--- src/rtl/line_buffer_7x7_stream_pkg.sv ---
`default_nettype none
// ============================================================================
// Module   : line_buffer_7x7_stream_pkg
// Brief    : Shared FSM encoding, window constants and line-slot helper for
//            the 7x7 row-assembly line buffer.
// Revision : 1.0 - initial release
// ============================================================================
package line_buffer_7x7_stream_pkg;

  // FSM encoding (2 bits)
  localparam logic [1:0] ST_IDLE   = 2'd0;
  localparam logic [1:0] ST_FILL   = 2'd1;
  localparam logic [1:0] ST_STREAM = 2'd2;
  localparam logic [1:0] ST_DONE   = 2'd3;

  // Window geometry: seven taps, six of them come from stored lines
  localparam int WIN   = 7;
  localparam int LINES = WIN - 1;
  localparam int PIX_W = 8;
  localparam int PTR_W = 3;

  localparam logic [PTR_W:0] LINES_P = LINES[PTR_W:0];

  // (base + k) mod LINES for base, k in 0..LINES-1, kept at 3-bit width
  function automatic logic [PTR_W-1:0] slot_sel(input logic [PTR_W-1:0] base,
                                                input logic [PTR_W-1:0] k);
    logic [PTR_W:0] sum;
    sum = {1'b0, base} + {1'b0, k};
    if (sum >= LINES_P) begin
      sum = sum - LINES_P;
    end
    return sum[PTR_W-1:0];
  endfunction

endpackage
`default_nettype wire

--- src/rtl/line_buffer_7x7_stream_line_ram_1rw.sv ---
`default_nettype none
// ============================================================================
// Module   : line_ram_1rw
// Brief    : Single-port line memory, one address per cycle, registered read
//            that returns the old contents when the same address is written.
// Revision : 1.0 - initial release
// ============================================================================
module line_ram_1rw
  import line_buffer_7x7_stream_pkg::*;
#(
  parameter int   DEPTH = 9,
  parameter int   WIDTH = PIX_W,
  localparam int  AW    = $clog2(DEPTH)
) (
  input  logic             clk,
  input  logic             rst_n,
  input  logic             en,
  input  logic             we,
  input  logic [AW-1:0]    addr,
  input  logic [WIDTH-1:0] wdata,
  output logic [WIDTH-1:0] rdata
);

  logic [WIDTH-1:0] mem [DEPTH];

  // Storage array: written on enabled write cycles, never reset
  always_ff @(posedge clk) begin
    if (en && we) begin
      mem[addr] <= wdata;
    end
  end

  // Read register: samples pre-write contents, cleared by reset so taps read 0
  always_ff @(posedge clk or negedge rst_n) begin
    if (!rst_n) begin
      rdata <= '0;
    end else if (en) begin
      rdata <= mem[addr];
    end
  end

endmodule
`default_nettype wire

--- src/rtl/line_buffer_7x7_stream.sv ---
`default_nettype none
// ============================================================================
// Module   : line_buffer_7x7_stream
// Brief    : Raster-stream row assembler. Keeps the six most recent lines in
//            circular line memories and emits one 7-pixel column per accepted
//            pixel once six lines are buffered (S1 = oldest row).
// Revision : 1.0 - initial release
// ============================================================================
module line_buffer_7x7_stream
  import line_buffer_7x7_stream_pkg::*;
#(
  parameter int  COLS = 9,
  parameter int  ROWS = 9,
  localparam int CW   = $clog2(COLS),
  localparam int RW   = $clog2(ROWS)
) (
  input  logic          clk,
  input  logic          rst_n,
  input  logic          valid_i,
  input  logic [7:0]    data_i,
  output logic [7:0]    S1_o,
  output logic [7:0]    S2_o,
  output logic [7:0]    S3_o,
  output logic [7:0]    S4_o,
  output logic [7:0]    S5_o,
  output logic [7:0]    S6_o,
  output logic [7:0]    S7_o,
  output logic          valid_o,
  output logic [CW-1:0] col_o,
  output logic [RW-1:0] row_o,
  output logic          done_o
);

  logic [1:0]       state;
  logic [CW-1:0]    col;
  logic [RW-1:0]    row;
  logic [PTR_W-1:0] oldest_ptr;
  logic [PTR_W-1:0] rd_ptr;
  logic             accept;
  logic             col_last;
  logic             row_last;
  logic             fill_last;
  logic             frame_last;
  logic [PIX_W-1:0] ram_q [LINES];

  // Accept/boundary decode; the DONE cycle swallows any incoming pixel
  always_comb begin
    accept     = valid_i && (state != ST_DONE);
    col_last   = (col == CW'(COLS - 1));
    row_last   = (row == RW'(ROWS - 1));
    fill_last  = col_last && (row == RW'(LINES - 1));
    frame_last = col_last && row_last;
  end

  // Frame FSM: IDLE -> FILL (rows 0..5) -> STREAM -> DONE -> IDLE
  always_ff @(posedge clk or negedge rst_n) begin
    if (!rst_n) begin
      state <= ST_IDLE;
    end else begin
      case (state)
        ST_IDLE:   if (accept) state <= ST_FILL;
        ST_FILL:   if (accept && fill_last) state <= ST_STREAM;
        ST_STREAM: if (accept && frame_last) state <= ST_DONE;
        ST_DONE:   state <= ST_IDLE;
        default:   state <= ST_IDLE;
      endcase
    end
  end

  // Column/row counters and oldest-line pointer; cleared in DONE
  always_ff @(posedge clk or negedge rst_n) begin
    if (!rst_n) begin
      col        <= '0;
      row        <= '0;
      oldest_ptr <= '0;
    end else if (state == ST_DONE) begin
      col        <= '0;
      row        <= '0;
      oldest_ptr <= '0;
    end else if (accept) begin
      if (col_last) begin
        col        <= '0;
        row        <= row_last ? '0 : row + RW'(1);
        oldest_ptr <= slot_sel(oldest_ptr, 3'd1);
      end else begin
        col <= col + CW'(1);
      end
    end
  end

  // Six line slots; all are read at col, only the oldest slot is rewritten
  generate
    for (genvar i = 0; i < LINES; i++) begin : g_lines
      line_ram_1rw #(
        .DEPTH (COLS),
        .WIDTH (PIX_W)
      ) u_ram (
        .clk   (clk),
        .rst_n (rst_n),
        .en    (accept),
        .we    (oldest_ptr == PTR_W'(i)),
        .addr  (col),
        .wdata (data_i),
        .rdata (ram_q[i])
      );
    end
  endgenerate

  // Registered framing, newest tap and the slot pointer used for this read
  always_ff @(posedge clk or negedge rst_n) begin
    if (!rst_n) begin
      valid_o <= 1'b0;
      done_o  <= 1'b0;
      col_o   <= '0;
      row_o   <= '0;
      S7_o    <= '0;
      rd_ptr  <= '0;
    end else begin
      valid_o <= accept && (state == ST_STREAM);
      done_o  <= accept && (state == ST_STREAM) && frame_last;
      if (accept) begin
        col_o  <= col;
        row_o  <= row;
        S7_o   <= data_i;
        rd_ptr <= oldest_ptr;
      end
    end
  end

  // Oldest-first tap ordering through the pointer captured with the read
  always_comb begin
    S1_o = ram_q[slot_sel(rd_ptr, 3'd0)];
    S2_o = ram_q[slot_sel(rd_ptr, 3'd1)];
    S3_o = ram_q[slot_sel(rd_ptr, 3'd2)];
    S4_o = ram_q[slot_sel(rd_ptr, 3'd3)];
    S5_o = ram_q[slot_sel(rd_ptr, 3'd4)];
    S6_o = ram_q[slot_sel(rd_ptr, 3'd5)];
  end

endmodule
`default_nettype wire

--- config.mk ---
export PLATFORM = sky130hd
export DESIGN_NAME = line_buffer_7x7_stream
export DESIGN_NICKNAME = d
export VERILOG_FILES = /design/src/rtl/line_buffer_7x7_stream_pkg.sv /design/src/rtl/line_buffer_7x7_stream_line_ram_1rw.sv /design/src/rtl/line_buffer_7x7_stream.sv
export SDC_FILE = /design/constraint.sdc
export NUM_CORES = 1
export LEC_CHECK = 0
export ABC_AREA = 1
export BUFFER_PORTS_ARGS = -buffer_cell sky130_fd_sc_hd__buf_2
export CORE_ASPECT_RATIO = 2
export CORE_MARGIN = 2
export CORE_UTILIZATION = 55
export CTS_CLUSTER_DIAMETER = 60
export DETAILED_ROUTE_END_ITERATION = 6
export GPL_TIMING_DRIVEN = 0
export PLACE_DENSITY = 0.84
export SYNTH_ARGS = -nofsm -noshare
export SYNTH_HDL_FRONTEND = slang
export SYNTH_SLANG_ARGS = --single-unit
--- constraint.sdc ---
create_clock -name clk -period 2.4 [get_ports clk]
set_clock_uncertainty 0.2 [all_clocks]
set_input_delay 0.24 -clock clk [delete_from_list [all_inputs] [get_ports clk]]
set_output_delay 0.24 -clock clk [all_outputs]
set_load 0.01 [all_outputs]
# Yosys cells after proc, flatten, opt, wreduce, memory -nomap -nowiden
# Memories as Yosys holds them, arrays and structs flattened. A register that Yosys moved wholly into a read port is not among the register bits.
# Index checks and enable logic that the tools add are counted.
[word_totals]
ff_bits = 34
latch_bits = 0
ramBits = 432
rom_bits = 0
inputBits = 11
out_inout_bits = 66
elab_cells = 141
memories = 6
[mem_list]
columns = ["memory", "words", "width", "read_ports", "rd_ports_with_merged_regs", "wr", "line", "rtl"]
rows = [
  ["g_lines[0].u_ram.mem", 9, 8, 1, 1, 1, "line_buffer_7x7_stream_line_ram_1rw.sv:24", "logic [WIDTH-1:0] mem [DEPTH];"],
  ["g_lines[1].u_ram.mem", 9, 8, 1, 1, 1, "line_buffer_7x7_stream_line_ram_1rw.sv:24", ""],
  ["g_lines[2].u_ram.mem", 9, 8, 1, 1, 1, "line_buffer_7x7_stream_line_ram_1rw.sv:24", ""],
  ["g_lines[3].u_ram.mem", 9, 8, 1, 1, 1, "line_buffer_7x7_stream_line_ram_1rw.sv:24", ""],
  ["g_lines[4].u_ram.mem", 9, 8, 1, 1, 1, "line_buffer_7x7_stream_line_ram_1rw.sv:24", ""],
  ["g_lines[5].u_ram.mem", 9, 8, 1, 1, 1, "line_buffer_7x7_stream_line_ram_1rw.sv:24", ""],
]
[op_classes]
add_sub_neg = 15
multipliers = 0
n_div = 0
magnitude_cmp = 13
n_eq_ne = 15
shift = 0
mux = 51
n_bitwise = 6
n_reduce_logical = 25
[op_table]
columns = ["cell", "n"]
rows = [
  ["binary-select mux 8 bit (select 3 bit)", 6],
  ["two-way mux 8 bit", 12],
  ["two-way mux 3 bit", 10],
  ["two-way mux 4 bit", 7],
  ["greater-or-equal comparator 4 x 3 -> 1 bit, second input constant", 6],
  ["greater-or-equal comparator 4 bit, second input constant", 6],
  ["NOT 3 -> 4 bit", 6],
  ["subtractor 3 bit, second input constant", 7],
  ["logical AND 1 bit", 13],
  ["two-way mux 1 bit", 12],
  ["adder 3 x 1 -> 4 bit, second input constant", 2],
  ["adder 3 x 2 -> 4 bit, second input constant", 2],
  ["adder 3 x 3 -> 4 bit, second input constant", 2],
  ["adder 4 x 1 -> 4 bit, second input constant", 2],
  ["equality test 4 bit, second input constant", 2],
  ["inequality test 2 bit, second input constant", 4],
  ["case mux 2 bit (4 select lines)", 1],
  ["equality test 3 x 2 -> 1 bit, second input constant", 2],
  ["equality test 3 bit, second input constant", 2],
  ["zero test 1 bit", 6],
  ["two-way mux 2 bit", 3],
  ["equality test 2 bit, second input constant", 2],
  ["equality test 4 x 3 -> 1 bit, second input constant", 1],
  ["nonzero test 2 bit", 2],
  ["7 further kinds", 7],
]

# Logic depth before layout (Yosys ltp)
# Gate-level depths: netlist of the first run.
[depth]
word_depth = 7
mapped_depth = 13
mapped_depth_nobuf = 11

# By module
# Synthesis of the first run repeated with hierarchy kept, for this count alone.
[hier_totals]
hier_cells = 2517
hier_area_um2 = 24131.9
[by_module_without_submodules]
columns = ["module", "n_inst", "cells_per_inst", "area_each_um2", "seq_area_each_um2"]
rows = [
  ["line_ram_1rw at g_lines[1].u_ram ...", 5, 315, 3373.2, 2362.3],
  ["line_buffer_7x7_stream", 1, 628, 3912.5, 850.8],
  ["line_ram_1rw at g_lines[0].u_ram", 1, 314, 3353.2, 2362.3],
]

# Worst setup path after synthesis of the first run
# OpenSTA, ideal clock, no wires.
[synth_timing]
path_type = "reg2out"
startpoint = "reg rd_ptr[0]"
endpoint = "out S6_o[5]"
arrival_ps = 2001
required_ps = 1960
slack_ps = -41
stages_incl_launch_ff = 12
n_path_buf = 3
cell_sequence = "dfrtp_1 -> buf_4 -> inv_1 -> buf_2 -> ha_1 -> inv_2 -> o211ai_2 -> nand2_4 -> buf_6 -> nand2_1 -> nand3_1 -> nand2_1"
[synth_between]
elab_chain_cells = 7
word_cells_on_any_way = 8
cone_classes = "add/sub (2); order compare (1); mux (4); bitwise (1)"
[synth_lines]
columns = ["element", "line", "rtl"]
rows = [
  ["start: declaration", "line_buffer_7x7_stream.sv:38", "logic [PTR_W-1:0] rd_ptr;"],
  ["start signal: assignment", "line_buffer_7x7_stream.sv:125", "rd_ptr <= oldest_ptr;"],
  ["adder 3 x 3 -> 4 bit *", "line_buffer_7x7_stream_pkg.sv:28", "sum = {1'b0, base} + {1'b0, k};"],
  ["greater-or-equal comparator 4 x 3 -> 1 bit / subtractor 3 bit (equally long branches)", "line_buffer_7x7_stream_pkg.sv:29, line_buffer_7x7_stream_pkg.sv:30", ""],
  ["two-way mux 3 bit *", "line_buffer_7x7_stream_pkg.sv:29", "if (sum >= LINES_P) begin"],
  ["NOT 3 -> 4 bit (not written as such) *", "line_buffer_7x7_stream.sv:137", "S6_o = ram_q[slot_sel(rd_ptr, 3'd5)];"],
  ["binary-select mux 8 bit (select 3 bit) *", "line_buffer_7x7_stream.sv:137", ""],
  ["two-way mux 8 bit (not written as such) * (2 in series)", "line_buffer_7x7_stream.sv:137", ""],
  ["end: declaration", "line_buffer_7x7_stream.sv:26", "output logic [7:0] S6_o,"],
]
# Every way passes the cells marked *; elsewhere a longest branch is shown, timed or not. The select of a mux whose other input is x is not followed.

# Final worst setup path of the first run
[layout_timing]
startpoint = "reg rd_ptr[1]"
endpoint = "out S4_o[3]"
[layout_between]
elab_chain_cells = 7
word_cells_on_any_way = 8
cone_classes = "add/sub (2); order compare (1); mux (4); bitwise (1)"
[layout_lines]
columns = ["element", "line", "rtl"]
rows = [
  ["adder 3 x 2 -> 4 bit *", "line_buffer_7x7_stream_pkg.sv:28", ""],
  ["greater-or-equal comparator 4 x 3 -> 1 bit / subtractor 3 bit (equally long branches)", "line_buffer_7x7_stream_pkg.sv:29, line_buffer_7x7_stream_pkg.sv:30", ""],
  ["two-way mux 3 bit *", "line_buffer_7x7_stream_pkg.sv:29", ""],
  ["NOT 3 -> 4 bit (not written as such) *", "line_buffer_7x7_stream.sv:135", "S4_o = ram_q[slot_sel(rd_ptr, 3'd3)];"],
  ["binary-select mux 8 bit (select 3 bit) *", "line_buffer_7x7_stream.sv:135", ""],
  ["two-way mux 8 bit (not written as such) * (2 in series)", "line_buffer_7x7_stream.sv:135", ""],
  ["end: declaration", "line_buffer_7x7_stream.sv:24", "output logic [7:0] S4_o,"],
]
# Marks and branches as above.

==> results.json, run 1 <==
{
  "status": "finished with violations",
  "violations": "DRC, setup timing",
  "area_growth_pct": 23.1,
  "htree_levels": 2,
  "final_nets": 2548,
  "fmax_mhz": 320,
  "path_delay_family": "simple AND/OR/NAND/NOR gates",
  "num_io_pins": 77,
  "core_um2": 41000,
  "powerDensity_nw_per_um2": 1480,
  "rsz0062_at_grt": "yes",
  "relSlewSlack": 0.0561,
  "setup_viol": 124,
  "cp.required_ns": 1.96,
  "max_slew.worst_pin.slew_ns": 1.42,
  "drtIter0Drc": 3072,
  "yosysMostFrequentCell": "nand2_1",
  "hold_viol": 0,
  "synth_top_area_cell": "edfxtp_1",
  "finalWorstSetupSlack_ns": -0.727,
  "drtPass1Iterations": 7,
  "finalPower_mw": 41.6,
  "start_kind": "register",
  "peakVddDrop_mv": 0.727,
  "arrival_ns": 2.69,
  "period_minus_slack_ns": 3.13,
  "cts_buffers": 40,
  "gp_congestion": 1.01,
  "clockRootBuffer": "clkbuf_16",
  "syn_nets": 2333,
  "finalSetupTns_ns": -28.47,
  "cp-end-kind": "primary output",
  "io_buffers": 76,
  "ant_nets": 0,
  "fp.dieW_um": 148,
  "cp_num_buf_inv": 3,
  "crit_type": "reg2out",
  "hpwlAfterDp_mm": 51.7,
  "via_per_inst": 6.34,
  "critPathSlowestCell": "dfrtp_2",
  "slew_viol_final": 0,
  "overflow": 0,
  "wl_per_cell_um": 27.5,
  "cts_buffer_depth": 3,
  "dieArea_um2": 43300,
  "drc_errors": 1,
  "syn_inst": 2296,
  "path_cells": "clkinvlp_4 > buf_6 > ha_4 > nand2_2 > nand3_4 > nand2_8 > nand2_4 > nand3_1 > nand3_2 > nand2_1 > buf_2",
  "synthTopCellsByCount": "nand2_1, nor2_1, edfxtp_1, o21ai_0, nand3_1",
  "cp_max_fo": 5,
  "layout-drive-gt1-share": 0.210,
  "grt_antenna_before_repair": 5,
  "synthDominantCellAreaShare": 0.568,
  "clk_pin_slew_ns": 0.07,
  "syn_avg_cell_area_um2": 9.95,
  "grt_use_total": 0.377,
  "fillers": 2666,
  "clock_latency_ns": 0.58,
  "grt_pass1_vias": 19300,
  "wirelength_mm": 84.6,
  "max_stage_delay_ns": 0.43,
  "cts.sinks": 514,
  "yosys_warnings": 0,
  "num_rows": 105,
  "start_util": 0.557,
  "async_reset_ff_frac": 0.160,
  "num_vias": 19500,
  "leakage_nw": 11.1,
  "ys.flop_type": "edfxtp_1",
  "min_path_type": "in2async",
  "grt_start_max_net_pins": 64,
  "netlist_area_um2": 22800,
  "cts_tree": "yes",
  "die_h_um": 292,
  "synth_area_leaders": "edfxtp_1, dfrtp_1, nand2_1",
  "period_share": 1.30,
  "pre_cts_slack_ns": -1.01,
  "synth_cell_type_count": 33,
  "synth-edff-count": 432,
  "ys_ff_latch": 514,
  "cap_violations": 0,
  "seq_area_frac_synth": 0.658,
  "grt_pass1_wl_mm": 118
}
-- report_power, final --
group | total [mW] | internal (mW) | switching, mW
logic | 23.3 | 7.33 | 15.9
clock network | 7.05 | 3.78 | 3.27
registers | 11.3 | 10.6 | 0.703
total | 41.6 | 21.7 | 19.9
-- cell families after synthesis --
group / after synthesis / share of synthesized area
XOR/XNOR: 4 / 0.00153
AO/OA/AOI/OAI: 337 / 0.0749
AND/OR/NAND/NOR: 1165 / 0.206
flip-flops: 514 / 0.658
adder cells (fa/ha/maj): 26 / 0.0142
buffers and inverters: 250 / 0.0459
-- final timing paths --
kind	startpoint	endpoint	slack, ns	depth (start not counted)
worst max-delay path	rd_ptr[1]	S4_o[3]	-0.73	11
worst min-delay path	rst_n	state[0]	0.01	3
worst max register to register	col[3]	g_lines[3].u_ram.rdata[6]	-0.30	8
worst min register to register	S7_o[0]	S7_o[0]	0.27	2
max in group asynchronous	rst_n	col_o[3]	0.80	3
min in group clk	data_i[6]	S7_o[6]	0.26	3
-- metrics by stage --
stage           util  area, um2  hold slack (ns)  instances
2_1_floorplan      -      22900           -0.256       2296
3_3_place_gp   0.583      23900            0.249       2907
3_5_place_dp   0.584      23900          -0.0608       2908
4_1_cts        0.664      27200           0.0392       3044
5_1_grt        0.686      28100           0.0675       3076
6_report       0.686      28100           0.0123       3077
-- registers in the layout (all words and copies together), names as in the netlist --
register             count
g_lines.u_ram.rdata     48
col                      4
rd_ptr                   3
state                    2
valid_o                  1
oldest_ptr               3
row_o                    4
S7_o                     8
col_o                    4
g_lines.u_ram.mem      432
row                      4
done_o                   1
-- worst min-delay path, stage by stage --
cell and delay, ns:
dlygate4sd3_1 0.53, buf_4 0.13, buf_16 0.26
-- repair_timing --
action / in CTS / in global routing
hold endpoints to repair: 85 / 0
buffers inserted: 60 / 29
hold buffers: 3 / 0
gates cloned: 1 / 3
pin swaps: 60 / 54
gates resized for setup: 301 / 150
setup endpoints to repair: 525 / 522
-- placed cells by master (no fill, tap or decap), drive strengths merged --
cell type / synthesis / final
ha: 26 / 26
edfxtp: 432 / 432
xor2: 2 / 2
nand3: 188 / 189
a21oi: 53 / 53
or2: 5 / 5
nor3: 1 / 1
xnor2: 2 / 2
o21ai: 280 / 280
clkinv: 3 / 14
dlygate4sd3: 0 / 3
bufinv: 0 / 5
diode: 0 / 1
inv: 137 / 137
dfrtp: 82 / 82
clkinvlp: 0 / 6
o211ai: 2 / 2
clkbuf: 51 / 111
nand2: 511 / 513
nand4: 4 / 4
buf: 59 / 216
nor2: 454 / 454
nand3b: 2 / 2
o22ai: 2 / 2
-- per-layer routing --
metal	share of wire	vias to the layer above	wire length (um)	global-route usage
met5	0.00048	-	41	0
met4	0.12	6	10500	0.352
met3	0.12	613	10300	0.110
met2	0.49	1795	41100	0.636
met1	0.27	8945	22600	0.362
li1	-	8141	-	-
-- final cells by class --
class / count / area [um2] / area share
timing repair buffer: 170 / 1730 / 0.0614
clock inverter: 22 / 253 / 0.00898
sequential: 514 / 15000 / 0.534
inverter: 140 / 581 / 0.0206
tap: 535 / 669 / 0.0238
buffer: 110 / 698 / 0.0248
clock buffer: 50 / 1080 / 0.0385
antenna: 1 / 2.50 / 0.0000890
multi-input combinational: 1535 / 8090 / 0.287
Power figures use the tool's default switching activity.
==> run 2, diff against run 1 <==
==> constraint.sdc (replaced) <==
create_clock -name clk -period 2.7 [get_ports clk]
set_clock_uncertainty 0.2 [all_clocks]
set_input_delay 0.27 -clock clk [delete_from_list [all_inputs] [get_ports clk]]
set_output_delay 0.27 -clock clk [all_outputs]
set_load 0.01 [all_outputs]
==> run 2 against run 1 <==
The flow still finishes with violations (DRC, setup timing); clock-buffer cell count down 3; combinational power down 13%; register-to-register slack better by 0.28 ns; global-route usage down 1.7 points; first-iteration DRC count down 15%; sequential power down 12%; via count down 4.5%; final area down 1.9%; hold slack better by 0.029 ns.
==> results.json, run 2 (synthesized netlist as in run 1, its figures left out) <==
{
  "period_minus_slack_ns": 3.08,
  "ant_nets": 0,
  "via_per_inst": 6.11,
  "num_vias": 18600,
  "largest_register_ff_count": 432,
  "fin_hold_ws_ns": 0.0410,
  "clock_latency_ns": 0.58,
  "start_kind": "register",
  "wl_per_cell_um": 25.3,
  "peakVddDrop_mv": 0.592,
  "start_util": 0.557,
  "gp_congestion": 1.01,
  "clk_pin_slew_ns": 0.07,
  "io_buffers": 76,
  "pre_cts_slack_ns": -0.826,
  "num_rows": 105,
  "drtPass1Iterations": 7,
  "layout-drive-gt1-share": 0.200,
  "grt_use_total": 0.360,
  "slew_viol_final": 0,
  "arrival_ns": 2.61,
  "dieArea_um2": 43300,
  "reg_top3": "g_lines.u_ram.mem x432, g_lines.u_ram.rdata x48, S7_o x8",
  "overflow": 0,
  "grt_antenna_before_repair": 2,
  "crit_type": "reg2out",
  "min_path_type": "in2async",
  "mostFrequentLayoutCells": "nand2_1, edfxtp_1, nor2_1",
  "cp.required_ns": 2.23,
  "hpwlAfterDp_mm": 51.7,
  "die_h_um": 292,
  "cts.sinks": 514,
  "drc_errors": 3,
  "fmax_mhz": 325,
  "relSlewSlack": 0.151,
  "fp.dieW_um": 148,
  "final_common_cell": "nand2_1",
  "leakage_nw": 10.8,
  "cts_buffers": 40,
  "setup_viol": 56,
  "period_share": 1.14,
  "cts_buffer_depth": 3,
  "rsz0062_at_grt": "yes",
  "clockRootBuffer": "clkbuf_16",
  "final_nets": 2515,
  "wirelength_mm": 77.2,
  "drtIter0Drc": 2616,
  "regMostFlops": "g_lines.u_ram.mem",
  "grt_start_max_net_pins": 65,
  "hold_viol": 0,
  "htree_levels": 2,
  "cp_max_fo": 8,
  "num_io_pins": 77,
  "placed_area_um2": 23900,
  "design_area_um2": 27600,
  "cp-end-kind": "primary output",
  "core_um2": 41000,
  "cap_violations": 0,
  "area_growth_pct": 20.7,
  "max_slew.worst_pin.slew_ns": 1.27,
  "finalWorstSetupSlack_ns": -0.379,
  "status": "finished with violations",
  "cts_tree": "yes",
  "violations": "DRC, setup timing",
  "grt_pass1_wl_mm": 114,
  "grt_pass1_vias": 18600,
  "powerDensity_nw_per_um2": 1320
}
==> run 2: worst max-delay path, cell delays in order, from the launching register on <==
cell        delay, ns
dfrtp_2          0.41
clkinvlp_4       0.14
buf_6            0.16
ha_4             0.36
nor2_4           0.05
o21ai_4          0.17
buf_6            0.12
nand3b_1         0.12
nand2_4          0.19
nand3_2          0.09
nand2_1          0.10
buf_2            0.13
==> run 2: stage by stage <==
step / power (mW) / setup TNS [ns] / cells / utilization
after floorplan: 19.1 / 0 / 2296 / -
after global placement: 25.0 / -197.66 / 2907 / 0.583
after detailed placement: 25.4 / -228.65 / 2908 / 0.584
after CTS: 33.5 / -9.96 / 3025 / 0.654
after global routing: 37.8 / -11.94 / 3043 / 0.673
final: 36.3 / -8.99 / 3046 / 0.673
==> run 2: cell type report <==
cell class | count | area [um2]
inverters | 140 | 579
diodes | 3 | 7.51
flip-flops and latches | 514 | 15000
multi-input cells | 1535 | 8190
plain buffers | 109 | 628
fillers | 2824 | 13400
clock buffers | 47 | 1040
repair buffers | 138 | 1200
well taps | 535 | 669
clock inverters | 25 | 254
==> run 2: timing repair <==
action                                 in CTS  in global routing
endpoints found under the hold margin      85                  0
pin swaps                                  45                 49
hold buffers                                3                  0
cloned                                      3                  2
resized for setup                         291                164
setup buffers                              40                 16
setup endpoints to repair                 492                402
==> run 2: power by group <==
group	switching [mW]	total (mW)	internal, mW
Clock	2.80	5.97	3.17
Combinational	13.7	20.3	6.58
Sequential	0.608	10.0	9.40
==> run 2: path summary, 6_finish.rpt <==
check                          start                         end  slack (ns)  cells after the start
setup / recovery           rd_ptr[1]                     S6_o[6]       -0.38                     11
setup reg to reg              col[2]  g_lines[2].u_ram.mem[7][2]       -0.02                      5
hold reg to reg              S7_o[5]                     S7_o[5]        0.27                      2
hold / removal                 rst_n                    state[1]        0.04                      3
max in group asynchronous      rst_n                     S7_o[5]        1.10                      3
min in group clk           data_i[7]  g_lines[5].u_ram.mem[2][7]        0.27                      1
==> run 2: routing by layer <==
layer / vias up / wire length (um) / GRT usage
li1: 8069 / - / -
met1: 8593 / 21800 / 0.351
met2: 1456 / 38500 / 0.616
met3: 504 / 7630 / 0.0869
met4: 0 / 9300 / 0.331
met5: - / 0 / 0
